<file path="config.mk">
export PLATFORM = sky130hd
export DESIGN_NAME = switch_box_config_loader
export DESIGN_NICKNAME = d
export VERILOG_FILES = /design/src/rtl/kfpga_pkg.sv /design/src/rtl/switch_box_config_loader.sv
export SDC_FILE = /design/constraint.sdc
export NUM_CORES = 2
export LEC_CHECK = 0
export ABC_CLOCK_PERIOD_IN_PS = 3100
export BUFFER_PORTS_ARGS = -buffer_cell sky130_fd_sc_hd__buf_4
export CAP_MARGIN = 20
export CORE_ASPECT_RATIO = 0.5
export CORE_MARGIN = 2
export CORE_UTILIZATION = 53
export CTS_BUF_LIST = sky130_fd_sc_hd__clkbuf_2
export DETAILED_ROUTE_END_ITERATION = 10
export PLACE_DENSITY = 0.78
export SKIP_CTS_REPAIR_TIMING = 1
export SYNTH_ARGS = -nofsm -noshare
export SYNTH_HDL_FRONTEND = slang
export SYNTH_SLANG_ARGS = --single-unit
</file>
<file path="constraint.sdc">
create_clock -name clock -period 3.1 [get_ports clock]
set_input_delay 0.155 -clock clock [delete_from_list [all_inputs] [get_ports clock]]
set_output_delay 0.155 -clock clock [all_outputs]
set_load 0.1 [all_outputs]
</file>
<file path="src/rtl/kfpga_pkg.sv">
// Shared kfpga definitions: loader state encoding and default configuration geometry.
package kfpga_pkg;

    localparam int KF_CONFIG_WIDTH = 384;
    localparam int KF_WORD_WIDTH   = 32;

    typedef enum logic [1:0] {
        LDR_IDLE = 2'd0,
        LDR_LOAD = 2'd1,
        LDR_FULL = 2'd2
    } loader_state_t;

endpackage

</file>
<file path="src/rtl/switch_box_config_loader.sv">
// Purpose: shifts a word stream into a shadow register and applies it to config_out on commit.
// Latency: config_out updates on the commit edge and is visible one cycle later.
// Backpressure: word_ready drops while the shadow is full, until a commit or clear releases it.
module switch_box_config_loader
    import kfpga_pkg::*;
#(
    parameter int CONFIG_WIDTH = KF_CONFIG_WIDTH,
    parameter int WORD_WIDTH   = KF_WORD_WIDTH
) (
    input  logic                    clock,
    input  logic                    reset,
    input  logic [WORD_WIDTH-1:0]   word_in,
    input  logic                    word_valid,
    output logic                    word_ready,
    input  logic                    commit,
    input  logic                    clear,
    output logic                    full,
    output logic                    error,
    output logic [CONFIG_WIDTH-1:0] config_out
);

    // CONFIG_WIDTH must be a whole number of words.
    localparam int NWORDS = CONFIG_WIDTH / WORD_WIDTH;
    localparam int CW     = (NWORDS > 1) ? $clog2(NWORDS) : 1;
    localparam logic [CW-1:0] LAST_IDX = CW'(NWORDS - 1);

    loader_state_t           state_q, state_nxt;
    logic [CW-1:0]           count_q, count_nxt;
    logic [CW-1:0]           wr_idx;
    logic                    wr_en;
    logic                    apply;
    logic                    err_set;
    logic                    accept;
    logic [CONFIG_WIDTH-1:0] shadow_q;
    logic [CONFIG_WIDTH-1:0] config_q;
    logic                    error_q;

    assign word_ready = (state_q != LDR_FULL);
    assign full       = (state_q == LDR_FULL);
    assign error      = error_q;
    assign config_out = config_q;
    assign accept     = word_valid && word_ready;

    always_comb begin
        state_nxt = state_q;
        count_nxt = count_q;
        wr_idx    = count_q;
        wr_en     = 1'b0;
        apply     = 1'b0;
        err_set   = 1'b0;
        // clear wins over everything except reset, including a handshake on the same edge
        if (clear) begin
            state_nxt = LDR_IDLE;
            count_nxt = '0;
        end else begin
            unique case (state_q)
                LDR_IDLE: begin
                    err_set = commit;
                    if (accept) begin
                        wr_en  = 1'b1;
                        wr_idx = '0;
                        if (NWORDS == 1) begin
                            state_nxt = LDR_FULL;
                            count_nxt = '0;
                        end else begin
                            state_nxt = LDR_LOAD;
                            count_nxt = CW'(1);
                        end
                    end
                end
                LDR_LOAD: begin
                    err_set = commit;
                    if (accept) begin
                        wr_en = 1'b1;
                        if (count_q == LAST_IDX) begin
                            state_nxt = LDR_FULL;
                            count_nxt = '0;
                        end else begin
                            count_nxt = count_q + CW'(1);
                        end
                    end
                end
                LDR_FULL: begin
                    if (commit) begin
                        apply     = 1'b1;
                        state_nxt = LDR_IDLE;
                    end
                end
                default: begin
                    state_nxt = LDR_IDLE;
                    count_nxt = '0;
                end
            endcase
        end
    end

    always_ff @(posedge clock) begin
        if (reset) begin
            state_q  <= LDR_IDLE;
            count_q  <= '0;
            shadow_q <= '0;
            config_q <= '0;
            error_q  <= 1'b0;
        end else begin
            state_q <= state_nxt;
            count_q <= count_nxt;
            if (wr_en) begin
                shadow_q[int'(wr_idx)*WORD_WIDTH +: WORD_WIDTH] <= word_in;
            end
            // shadow is left intact after apply so it can be inspected or re-applied
            if (apply) begin
                config_q <= shadow_q;
            end
            if (err_set) begin
                error_q <= 1'b1;
            end
        end
    end

endmodule

</file>
==> flow_summary.yaml <==
worst_hold_path:
  min_path_type: "primary input to register"
yosys:
  synth_top_area_frac: 0.545
  yosys-top-cells-area: "dfxtp_1 (54%), nand2_1 (11%), a21oi_1 (8.8%)"
  synth-simple-area-share: 0.212
  synthCells: 3293
  yosysTopAreaCell: "dfxtp_1"
  netlist_area_um2: 28500
  synth-compound-area-share: 0.148
  synth_top_family_by_area: "simple AND/OR/NAND/NOR gates"
  ys_seq_elements: 775
  muxShareOfSynthArea: 0.0468
  yosysUniqueCellTypes: 56
  synth_edf_count: 0
  ys_seq_area_frac: 0.545
  synth_fp_nets: 3333
  ys.flop_type: "dfxtp_1"
  synth-adder-area-share: 0.00132
  async_reset_ff_frac: 0
  avgSynthCellArea_um2: 8.65
  ys_warn_count: 0
  synth_xor_area_frac: 0.000923
cts:
  clock_path_buffers: 3
  cts_tree: "done"
  h-tree-depth: 4
  cts_made_buffers: 165
  root_buffer: "clkbuf_2"
  cts_num_sinks: 775
  path_clk_slew_ns: 0.12
  insertion_delay_ns: 1.23
finish:
  drive_gt1_frac: 0.200
  fin_nets: 3790
  layout_common_cells: "nand2_1 (866), dfxtp_1 (775), a21oi_1 (498)"
  synthToLayoutAreaGrowth_pct: 21.6
  final_common_cell: "nand2_1"
  ff_latch_area_um2: 15500
  fill_cells: 4283
  multiInputGateArea_um2: 11800
grt:
  track_usage: 0.304
  grt-ovfl-total: 0
  grt_start_max_net_pins: 161
  grt_pass1_vias: 23200
  grt_first_pass_wirelength_um: 132000
  antenna_found_initial: 7
timing:
  finalWorstSetupSlack_ns: 0.134
  skew_ns: 0.0911
  final_hold_viol_count: 0
  timing.fmax_mhz: 337
  setup_viol: 0
  worst_pin_slew_ns: 1.29
  fin_setup_tns_ns: 0
  period_share: 0.957
  min_period_ns: 2.97
  rsz0062_at_grt: "no"
  final_max_slew_viol_count: 0
  max_slew_margin: 0.137
routing:
  drt-pass1-iter-count: 7
  drc: 0
  drt_iter0_drc: 3306
  vias: 25800
  avgViaCountPerCell: 5.66
  wl_per_cell_um: 20.7
  postRouteAntennaNets: 0
  drt-total-wl_um: 94600
flow_run:
  cap_viol_max_count: 0
worst_setup_path:
  worstPathArrival_ns: 4.01
  path_cells: "or4b_2 -> nand2_1 -> ha_1 -> and3b_1 -> nor4_4 -> a21oi_2 -> buf_4 -> a22o_1"
  crit_family: "simple AND/OR/NAND/NOR gates"
  endpoint_kind: "register"
  required_ns: 4.15
  criticalPathCategory: "register to register"
  crit_path_max_incr_delay_ns: 0.70
  r2r_slack_ns: 0.13
  critPathLaunchType: "register"
  slowest_stage: "or4b_2"
  critPathBufInv: 1
  cp_max_fo: 31
floorplan:
  rows: 59
  fp.dieW_um: 332
  fp.dieH_um: 168
  core_area_um2: 52500
  ioPinCount: 424
  die-area_um2: 55700
  start_util: 0.542
place:
  port_buffers: 423
  gp_congestion: 0.893
  dp_hpwl_um: 54500
  dpl_worst_slack_ns: 0.198
power:
  peakVddDrop_mv: 0.235
  power-per-cell-area_nw_per_um2: 494
  p_leak_nw: 13.1
run_status:
  status: "complete, no violations"
## per-layer routing
layer  wire, um  GRT usage
met3       9900     0.0738
met5         13          0
met1      37200      0.389
met2      43100      0.484
met4       4370      0.148
## sequential cells by signal (all words and copies together), names as in the netlist
name        cells
count_q         4
config_out    384
error           1
shadow_q      384
state_q         2
## cell families (layout without fill, tap and decap cells)
kind of cell | Yosys count | after routing
AO/OA/AOI/OAI | 762 | 762
adder cells (fa/ha/maj) | 3 | 3
AND/OR/NAND/NOR | 1308 | 1308
flip-flops | 775 | 775
other | 0 | 4
multiplexers | 133 | 133
buffers and inverters | 309 | 874
XOR/XNOR | 3 | 3
## path summary, 6_finish.rpt
path,startpoint,end,cells past startpoint
hold reg to reg,shadow_q[135],config_out[135],2
hold / removal,commit,error,6
setup reg to reg,state_q[1],shadow_q[103],8
setup / recovery,state_q[1],shadow_q[103],8
## Yosys cell counts, drive strengths merged (2+ instances only)
library cell / number
nand2: 866
dfxtp: 775
a21oi: 500
nand2b: 206
clkbuf: 200
o21ai: 165
mux2i: 133
buf: 100
nand3: 76
a22o: 75
nand4: 41
nand3b: 33
nor2b: 31
nor2: 14
nor3: 11
inv: 9
nor4: 6
o32ai: 5
o2111ai: 4
and2: 3
ha: 3
nand4b: 3
nor4b: 3
or2: 3
or3: 3
a2111oi: 2
and3b: 2
o2111a: 2
o22ai: 2
o31ai: 2
or4: 2
xor2: 2
## tightest hold or removal path: stages
cell and delay, ns:
dlygate4sd3_1 0.54, buf_4 0.12, nand2b_1 0.11, nor2_1 0.11, nor2_1 0.04, nor2_1 0.07
## through the flow
step	hold WS, ns	util	cells	instance area [um^2]	power (mW)
3_3_place_gp	0.424	0.612	4186	32100	10.8
6_report	0.0253	0.660	4563	34600	17.1
2_1_floorplan	0.291	-	3293	28500	10.6
5_1_grt	0.0152	0.660	4561	34600	17.7
4_1_cts	-0.885	0.641	4461	33600	17.0
3_5_place_dp	0.427	0.612	4186	32100	10.8
## report_power, final
group	switching, mW	leakage (nW)	internal [mW]
combinational	0.550	5.74	0.233
sequential	0.00987	6.24	9.97
clock	3.95	1.10	2.41
## cell type report
type                       count  area share
tap                          701      0.0253
antenna                        4    0.000289
multi-input combinational   2209       0.340
clock buffer                 231      0.0334
timing repair buffer         590       0.143
sequential                   775       0.448
clock inverter                44     0.00940
inverter                       9    0.000976
(Power assumes the default switching activity.)
